**config.mk**
```make
export PLATFORM = sky130hd
export DESIGN_NAME = uart_alu_engine
export DESIGN_NICKNAME = d
export VERILOG_FILES = /design/src/rtl/uart_alu_engine.sv
export SDC_FILE = /design/constraint.sdc
export NUM_CORES = 2
export LEC_CHECK = 0
export ABC_AREA = 1
export CAP_MARGIN = 0
export CORE_ASPECT_RATIO = 1.5
export CORE_MARGIN = 10
export CORE_UTILIZATION = 55
export DETAILED_ROUTE_END_ITERATION = 12
export GPL_TIMING_DRIVEN = 1
export PLACE_DENSITY = 0.74
export SYNTH_ARGS = -nofsm -noshare
export SYNTH_HDL_FRONTEND = slang
export SYNTH_SLANG_ARGS = --single-unit
```
**constraint.sdc**
```tcl
create_clock -name clk -period 7.85 [get_ports clk]
set_input_delay 1.57 -clock clk [delete_from_list [all_inputs] [get_ports clk]]
set_output_delay 1.57 -clock clk [all_outputs]
set_load 0.005 [all_outputs]
```
**src/rtl/uart_alu_engine.sv**
```systemverilog
// Byte-stream packet ALU between uart_rx and uart_tx: header parse, operand fold, result/echo/error reply.
// Optional feature: define UART_ALU_DIV_EN to add opcode 0x04 (restoring divider, 1 bit/cycle).
module uart_alu_engine #(
  parameter int unsigned OPERAND_BYTES = 4,
  parameter logic [7:0]  ERR_BYTE      = 8'hEE,
  parameter int unsigned ERR_CNT_W     = 8
) (
  input  logic                 clk,
  input  logic                 rst,
  input  logic [7:0]           data_i,
  input  logic                 valid_i,
  output logic                 ready_o,
  output logic [7:0]           data_o,
  output logic                 valid_o,
  input  logic                 ready_i,
  output logic                 busy_o,
  output logic [ERR_CNT_W-1:0] err_cnt_o
);

  localparam int unsigned W  = 8 * OPERAND_BYTES;
  localparam int unsigned BW = (OPERAND_BYTES > 1) ? $clog2(OPERAND_BYTES) : 1;
  localparam logic [7:0] OP_ADD  = 8'h01;
  localparam logic [7:0] OP_MUL  = 8'h02;
  localparam logic [7:0] OP_ECHO = 8'h03;
  localparam logic [7:0] OP_DIV  = 8'h04;

  typedef enum logic [3:0] {
    S_OPCODE, S_RSV, S_LEN_LO, S_LEN_HI, S_PAYLOAD, S_EXEC, S_RESP, S_DRAIN, S_ERR
  } state_t;

  state_t               state, state_n;
  logic                 run;
  logic [15:0]          cnt, cnt_n;
  logic [7:0]           opc, opc_n;
  logic [7:0]           len_lo, len_lo_n;
  logic [W-1:0]         acc, acc_n;
  logic [W-1:0]         opnd, opnd_n;
  logic [BW-1:0]        bidx, bidx_n;
  logic [7:0]           data_n;
  logic                 valid_n;
  logic [ERR_CNT_W-1:0] err_cnt, err_n;
`ifdef UART_ALU_DIV_EN
  logic [1:0]           nops, nops_n;
  logic [W-1:0]         dvsr, dvsr_n;
  logic [W-1:0]         rem, rem_n;
  logic [W:0]           rem_sh;
  logic [W-1:0]         rem_step, q_step;
`endif

  logic         rdy, take, out_take;
  logic         is_add, is_mul, is_echo, is_div, is_alu;
  logic [15:0]  len, plen;
  logic [W-1:0] ident, op_cur, res_val;
  logic         load_res, load_err;

  assign is_add  = (opc == OP_ADD);
  assign is_mul  = (opc == OP_MUL);
  assign is_echo = (opc == OP_ECHO);
`ifdef UART_ALU_DIV_EN
  assign is_div  = (opc == OP_DIV);
`else
  assign is_div  = 1'b0;
`endif
  assign is_alu  = is_add | is_mul | is_div;

  assign len      = {data_i, len_lo};
  assign plen     = len - 16'd4;
  assign op_cur   = opnd | (W'(data_i) << {bidx, 3'b000});
  assign ident    = is_mul ? W'(1) : (is_div ? '1 : '0);
  assign take     = valid_i && rdy;
  assign out_take = valid_o && ready_i;

  assign ready_o   = rdy;
  assign busy_o    = (state != S_OPCODE);
  assign err_cnt_o = err_cnt;

  // ECHO passes uart_tx backpressure straight through to uart_rx.
  always_comb begin
    rdy = 1'b0;
    case (state)
      S_OPCODE, S_RSV, S_LEN_LO, S_LEN_HI, S_DRAIN: rdy = run;
      S_PAYLOAD: rdy = is_echo ? (ready_i && cnt != '0) : 1'b1;
      default:   rdy = 1'b0;
    endcase
  end

`ifdef UART_ALU_DIV_EN
  always_comb begin
    rem_sh = {rem, acc[W-1]};
    if (rem_sh >= {1'b0, dvsr}) begin
      rem_step = W'(rem_sh - {1'b0, dvsr});
      q_step   = {acc[W-2:0], 1'b1};
    end else begin
      rem_step = rem_sh[W-1:0];
      q_step   = {acc[W-2:0], 1'b0};
    end
  end
`endif

  always_comb begin
    state_n  = state;
    cnt_n    = cnt;
    opc_n    = opc;
    len_lo_n = len_lo;
    acc_n    = acc;
    opnd_n   = opnd;
    bidx_n   = bidx;
    data_n   = data_o;
    valid_n  = valid_o;
    err_n    = err_cnt;
    load_res = 1'b0;
    load_err = 1'b0;
    res_val  = '0;
`ifdef UART_ALU_DIV_EN
    nops_n   = nops;
    dvsr_n   = dvsr;
    rem_n    = rem;
`endif
    unique case (state)
      S_OPCODE: if (take) begin opc_n = data_i; state_n = S_RSV; end
      S_RSV:    if (take) state_n = S_LEN_LO;
      S_LEN_LO: if (take) begin len_lo_n = data_i; state_n = S_LEN_HI; end
      S_LEN_HI: if (take) begin
        if (len < 16'd4) begin
          load_err = 1'b1;
        end else if (is_echo) begin
          cnt_n   = plen;
          state_n = (len == 16'd4) ? S_OPCODE : S_PAYLOAD;
        end else if (is_alu) begin
          acc_n  = ident;
          opnd_n = '0;
          bidx_n = '0;
`ifdef UART_ALU_DIV_EN
          nops_n = 2'd0;
          dvsr_n = '0;
`endif
          if (len == 16'd4) begin
            load_res = 1'b1;
            res_val  = ident;
          end else begin
            cnt_n   = plen;
            state_n = S_PAYLOAD;
          end
        end else if (len == 16'd4) begin
          load_err = 1'b1;
        end else begin
          cnt_n   = plen;
          state_n = S_DRAIN;
        end
      end
      S_PAYLOAD: begin
        if (is_echo) begin
          if (take) begin
            data_n  = data_i;
            valid_n = 1'b1;
            cnt_n   = cnt - 16'd1;
          end else if (out_take) begin
            valid_n = 1'b0;
          end
          if (cnt == '0 && out_take) begin
            valid_n = 1'b0;
            state_n = S_OPCODE;
          end
        end else if (take) begin
          cnt_n = cnt - 16'd1;
          // A full operand or the last payload byte (zero-extended partial) folds into acc.
          if (bidx == BW'(OPERAND_BYTES - 1) || cnt == 16'd1) begin
            opnd_n = '0;
            bidx_n = '0;
            if (is_add) acc_n = acc + op_cur;
            else if (is_mul) acc_n = acc * op_cur;
`ifdef UART_ALU_DIV_EN
            else begin
              if (nops == 2'd0) acc_n = op_cur;
              if (nops == 2'd1) dvsr_n = op_cur;
              if (nops != 2'd2) nops_n = nops + 2'd1;
            end
`endif
          end else begin
            opnd_n = op_cur;
            bidx_n = bidx + BW'(1);
          end
          if (cnt == 16'd1) begin
            if (is_div) begin
              state_n = S_EXEC;
              cnt_n   = 16'(W - 1);
`ifdef UART_ALU_DIV_EN
              rem_n   = '0;
`endif
            end else begin
              load_res = 1'b1;
              res_val  = acc_n;
            end
          end
        end
      end
      S_EXEC: begin
`ifdef UART_ALU_DIV_EN
        acc_n = q_step;
        rem_n = rem_step;
        cnt_n = cnt - 16'd1;
        if (cnt == '0) begin
          load_res = 1'b1;
          res_val  = q_step;
        end
`else
        state_n = S_OPCODE;
`endif
      end
      S_RESP: if (out_take) begin
        if (cnt == '0) begin
          valid_n = 1'b0;
          state_n = S_OPCODE;
        end else begin
          data_n = acc[7:0];
          acc_n  = acc >> 8;
          cnt_n  = cnt - 16'd1;
        end
      end
      S_DRAIN: if (take) begin
        cnt_n = cnt - 16'd1;
        if (cnt == 16'd1) load_err = 1'b1;
      end
      S_ERR: if (out_take) begin
        valid_n = 1'b0;
        state_n = S_OPCODE;
        err_n   = (err_cnt == '1) ? err_cnt : err_cnt + ERR_CNT_W'(1);
      end
      default: state_n = S_OPCODE;
    endcase
    if (load_res) begin
      data_n  = res_val[7:0];
      acc_n   = res_val >> 8;
      cnt_n   = 16'(OPERAND_BYTES - 1);
      valid_n = 1'b1;
      state_n = S_RESP;
    end
    if (load_err) begin
      data_n  = ERR_BYTE;
      valid_n = 1'b1;
      state_n = S_ERR;
    end
  end

  always_ff @(posedge clk or negedge rst) begin
    if (!rst) begin
      state   <= S_OPCODE;
      run     <= 1'b0;
      cnt     <= '0;
      opc     <= '0;
      len_lo  <= '0;
      acc     <= '0;
      opnd    <= '0;
      bidx    <= '0;
      data_o  <= '0;
      valid_o <= 1'b0;
      err_cnt <= '0;
`ifdef UART_ALU_DIV_EN
      nops    <= '0;
      dvsr    <= '0;
      rem     <= '0;
`endif
    end else begin
      state   <= state_n;
      run     <= 1'b1;
      cnt     <= cnt_n;
      opc     <= opc_n;
      len_lo  <= len_lo_n;
      acc     <= acc_n;
      opnd    <= opnd_n;
      bidx    <= bidx_n;
      data_o  <= data_n;
      valid_o <= valid_n;
      err_cnt <= err_n;
`ifdef UART_ALU_DIV_EN
      nops    <= nops_n;
      dvsr    <= dvsr_n;
      rem     <= rem_n;
`endif
    end
  end

endmodule
```
Yosys cells after proc, flatten, opt, wreduce, memory -nomap -nowiden
Index checks and enable logic that the tools add are counted.
{"block": "op_classes", "add_sub_neg": 5, "multipliers": 1, "n_lt_le_gt_ge": 1, "eq_ne": 44, "shift": 1, "n_mux": 98, "n_bitwise": 3, "n_reduce_logical": 25}
{"cell": "two-way mux 32 bit", "count": 22}
{"cell": "two-way mux 16 bit", "count": 8}
{"cell": "one-hot mux 32 bit (2 select lines)", "count": 2}
{"cell": "one-hot mux 32 bit (3 select lines)", "count": 1}
{"cell": "two-way mux 4 bit", "count": 16}
{"cell": "!= test 4 bit (second input constant)", "count": 13}
{"cell": "two-way mux 8 bit", "count": 6}
{"cell": "one-hot mux 16 bit (3 select lines)", "count": 1}
{"cell": "adder 32 bit", "count": 1}
{"cell": "multiplier 32 x 32 -> 32 bit", "count": 1}
{"cell": "OR 32 bit", "count": 1}
{"cell": "one-hot mux 4 bit (8 select lines)", "count": 1}
{"cell": "left shift 8 x 5 -> 32 bit", "count": 1}
{"cell": "two-way mux 1 bit", "count": 27}
{"cell": "!= test 3 bit (second input constant)", "count": 9}
{"cell": "equality test 16 x 1 -> 1 bit (second input constant)", "count": 1}
{"cell": "equality test 16 x 3 -> 1 bit (second input constant)", "count": 1}
{"cell": "equality test 8 x 2 -> 1 bit (second input constant)", "count": 2}
{"cell": "logical NOT 16 bit", "count": 1}
{"cell": "< comparator 16 x 3 -> 1 bit (second input constant)", "count": 1}
{"cell": "one-hot mux 8 bit (2 select lines)", "count": 1}
{"cell": "nonzero test 16 bit", "count": 1}
{"cell": "nonzero test 4 bit", "count": 4}
{"cell": "subtractor 16 x 1 -> 16 bit (second input constant)", "count": 1}
{"cell": "34 further kinds", "count": 55}
{"block": "totals", "reg_bits": 120, "input_bits": 12, "out_inout_bits": 19, "elab_cells": 189}

Depth between registers and ports, before layout
{"block": "depth", "depth_word": 12, "mapped_depth": 43, "ltp_nobuf": 41}

Worst setup path before layout
OpenSTA, ideal clock, no wires.
{"block": "synth_path", "kind": "input port to flip-flop", "start": "in data_i[4]", "end": "reg acc[21]", "setup_time_ns": 0.063, "arrival_time_ns": 8.665, "required_time_ns": 7.787, "path_slack_ns": -0.878, "path_stages": 35, "cell_sequence": "clkbuf_1 > nand3_1 > nand2_1 > clkbuf_1 > clkinv_1 > clkbuf_1 > nor2_1 > fa_1 > inv_1 > fa_1 > fa_1 > fa_1 > inv_1 > fa_1 > fa_1 > fa_1 > fa_1 > ha_1 > nand2_1 > inv_1 > nand2_1 > inv_1 > a21oi_1 > nand3_1 > a21o_1 > a21oi_1 > o21ai_0 > or2_2 > nand3_1 > nand2_1 > nand2_1 > nand3_1 > nand3_1 > nand2_1 > inv_1"}
{"block": "synth_via", "elab_chain_len": 11}
{"element": "from (decl)", "line": "10", "text": "input logic [7:0] data_i,"}
{"element": "left shift 8 x 5 -> 32 bit", "line": "68", "text": "assign op_cur = opnd | (W'(data_i) << {bidx, 3'b000});"}
{"element": "OR 32 bit", "line": "68"}
{"element": "multiplier 32 x 32 -> 32 bit", "line": "171", "text": "else if (is_mul) acc_n = acc * op_cur;"}
{"element": "two-way mux 32 bit", "line": "171"}
{"element": "two-way mux 32 bit", "line": "170", "text": "if (is_add) acc_n = acc + op_cur;"}
{"element": "two-way mux 32 bit", "line": "167", "text": "if (bidx == BW'(OPERAND_BYTES - 1) || cnt == 16'd1) begin"}
{"element": "two-way mux 32 bit", "line": "183", "text": "if (cnt == 16'd1) begin"}
{"element": "two-way mux 32 bit", "line": "164", "text": "end else if (take) begin"}
{"element": "two-way mux 32 bit", "line": "152", "text": "if (is_echo) begin"}
{"element": "one-hot mux 32 bit (2 select lines)", "line": "119", "text": "unique case (state)"}
{"element": "two-way mux 32 bit", "line": "231", "text": "if (load_res) begin"}
{"element": "to (signal assigned)", "line": "269", "text": "acc <= acc_n;"}
{"element": "to (decl)", "line": "36", "text": "logic [W-1:0] acc, acc_n;"}
Several ways; a longest one is shown, not always the timed one. The select of a mux whose other input is x is not followed.
A chain may end at the register's enable or synchronous reset.

Final worst setup path
{"block": "layout_path", "start": "in data_i[7]", "end": "reg acc[19]"}
Same word-level chain as after synthesis.

==> out/results.tsv <==
stage	metric	value	unit
worst_setup_path	setup.reg_to_reg.worst_slack	-0.17	ns
worst_hold_path	hold_path_class	reg2reg	
outcome	failed_checks	setup timing	
worst_setup_path	crit_path_top_delay_cell	fa_1	
floorplanning	die_h	281.1	um
finish	multi_input_comb_area	0.02043	mm2
synthesis	synth_seq_area_share	0.1202	
timing	fmax	122.3	MHz
global_routing	antenna_found_initial	1	
global_routing	grt_pass1_wl	159.0	mm
place	place.detailed.hpwl	85.99	mm
timing	grt_setup_unrepaired	true	
timing	timing.final.hold_violations	0	
route	drt_pass1_iterations	6	
route	met3_wirelength	9.638	mm
finish	diodes	0	
cts	worstSkewPairLatency	0.46	ns
finish	finalNetCount	4268	
timing	fin_ws	-0.3242	ns
synthesis	synth.net_count	3952	
synthesis	yosys_warnings	0	
place	finalWeightedCongestion	1.044	
route	ant_nets	0	
cts	ctsHoldBuffers	0	
cts	cts.clk_slew.worst_paths	0.07	ns
timing	setup_viol	18	
timing	final_min_period_over_clock_period	1.041	
finish	layout.cells.most_common	nand2_1	
outcome	status	finished with violations	
synthesis	post_synth.cell_area_avg	7.413	um2
cts	tritoncts.num_buffers	17	
route	drt_wl_total	108.1	mm
timing	finalSetupTns	-3.568	ns
timing	final_period_minus_worst_setup_slack	8.174	ns
run	max_cap_viol_count	0	
finish	final_layout_size_suffix_gt1_frac	0.2205	
synthesis	synth.distinct_cells	62	
worst_setup_path	cell_seen_most_often_among_critical_path_stages	fa_1	
route	wire_length_on_met2	51.47	mm
synthesis	edff_count_synth	0	
worst_setup_path	path_max_fanout	5	
synthesis	synthesis.area	0.02499	mm2
floorplanning	fp.dieArea	0.05454	mm2
worst_setup_path	path_type_of_the_worst_setup_path	in2reg	
synthesis	synthCells	3371	
worst_setup_path	cp-end-kind	register	
place	port_buffers	30	
route	num_vias	25550	
timing	slew-limit-headroom	0.2249	
timing	worst_pin_slew	1.159	ns
route	top_layer	met4	
timing	finClkSkew	0.01997	ns
worst_setup_path	critical_path_required	8.19	ns
global_routing	first_global_vias	26710	
cts	clockRootBuffer	clkbuf_16	
route	drt_iter0_drc	2315	
worst_setup_path	cp_data_arrival_time	8.52	ns
floorplanning	site_row_count	95	
worst_setup_path	critPathMaxStageDelay	0.56	ns
route	route.detailed.drc	0	
cts	htreeDepth	4	
cts	cts_tree	built	
cts	clock_sinks	120	
synthesis	asyncSetResetFlopFracSynth	1.000	
route	drt-met1-wl	35.87	mm
finish	fillers	3604	
floorplanning	chipWidth	194.0	um
timing	final_max_slew_viol_count	0	
cts	cts-root-to-sink-buffers	2	
finish	stdcell_area	0.03108	mm2
finish	synthToLayoutAreaGrowth	24.39	%
floorplanning	floorplan.core_area	0.04493	mm2
worst_setup_path	critical_path.startpoint_type	input port	
route	vias_per_cell	5.968	
global_routing	gr-total-overflow	0	
finish	final_cell_mix	nand2_1, inv_1, fa_1	
place	placedInstanceArea	0.02825	mm2
synthesis	synthesis_stage_register_bit_count	120	
floorplanning	boundaryPins	31	
route	wire_per_inst	25.24	um
floorplanning	start_util	0.5562	
synthesis	synth_ff_type	dfrtp_1	
global_routing	grt_util_all_layers	0.3866	
global_routing	grt_start_max_net_pins	72	
finish	regArea	0.003003	mm2
[final timing paths]
check,start,to,cells after the start
min reg2reg,opc[3]$_DFFE_PN0P_,opc[3]$_DFFE_PN0P_,2
max,data_i[7],acc[19]$_DFFE_PN0P_,34
max in group asynchronous,rst,acc[20]$_DFFE_PN0P_,2
min in group asynchronous,rst,opnd[25]$_DFFE_PN0P_,1
max reg2reg,bidx[1]$_DFFE_PN0P_,acc[19]$_DFFE_PN0P_,35
min,opc[3]$_DFFE_PN0P_,opc[3]$_DFFE_PN0P_,2
[flip-flops by register name, indices dropped and copies added, names as in the netlist]
register and count:
acc 32, len_lo 8, data_o 8, opc 8
cnt 16, err_cnt_o 8, run 1, state 4
valid_o 1, opnd 32, bidx 2
[metrics by stage]
step	worst slack, ns	utilization	instances	hold slack, ns
after floorplan	-0.2914	-	3371	0.4451
after global placement	-1.522	0.6289	4185	0.4621
after detailed placement	-1.530	0.6289	4185	0.4754
after CTS	-0.2093	0.6654	4259	0.4889
after global routing	-0.5447	0.6918	4282	0.5183
final	-0.3242	0.6918	4282	0.4912
[critical path: cells and delay by family]
kind            cells  cell delay [ns]
xor+xnor            1             0.13
simple gates        9             1.10
buf+inv             9             0.71
fa+ha+maj           9             4.35
compound gates      6             0.64
[kinds of logic after synthesis]
logic type / Yosys count / share of synthesized area
simple gates: 1370 / 0.2279
fa+ha+maj: 569 / 0.4078
buf+inv: 812 / 0.1238
other cells: 1 / 0.0001501
flops: 120 / 0.1202
xor+xnor: 47 / 0.01647
compound gates: 451 / 0.1034
mux: 1 / 0.0004506
[layer usage]
metal  vias up  track usage
met4         0       0.3162
met5         -            0
met3       537      0.06607
li1      11030            -
met1     12440       0.4235
met2      1553       0.6506
[layout make-up]
type                            count  share of cell area
Sequential cell                   120             0.09660
Timing Repair Buffer              434              0.1188
Inverter                          675             0.08437
Clock inverter                     15            0.005756
Multi-Input combinational cell   2439              0.6574
Tap cell                          582             0.02343
Clock buffer                       17             0.01369
[Yosys cell counts, types with 12 or more instances]
cell	instances	share of area
nor3_1	25	0.0050
ha_1	160	0.080
clkbuf_1	110	0.017
a31oi_1	15	0.0038
nand3_1	187	0.037
o211ai_1	27	0.0081
clkinv_1	15	0.0023
fa_1	409	0.33
nand3b_1	12	0.0036
nand4_1	12	0.0030
nor2_1	436	0.065
buf_2	16	0.0032
nand2_1	652	0.098
xor2_1	21	0.0074
o21ai_0	171	0.034
a21oi_1	142	0.028
o21ai_1	19	0.0038
inv_1	648	0.097
dfrtp_1	120	0.12
xnor2_1	26	0.0091
or2_2	16	0.0040
[repair_timing]
action	CTS	global route
endpoints found under the setup margin	30	30
pin swaps	106	87
gates resized for setup	249	255
cloned	1	1
buffers inserted	42	24
Power is left out: the tool's default activity adds up to more than one toggle a clock period on the data nets, which glitch-free logic cannot reach.
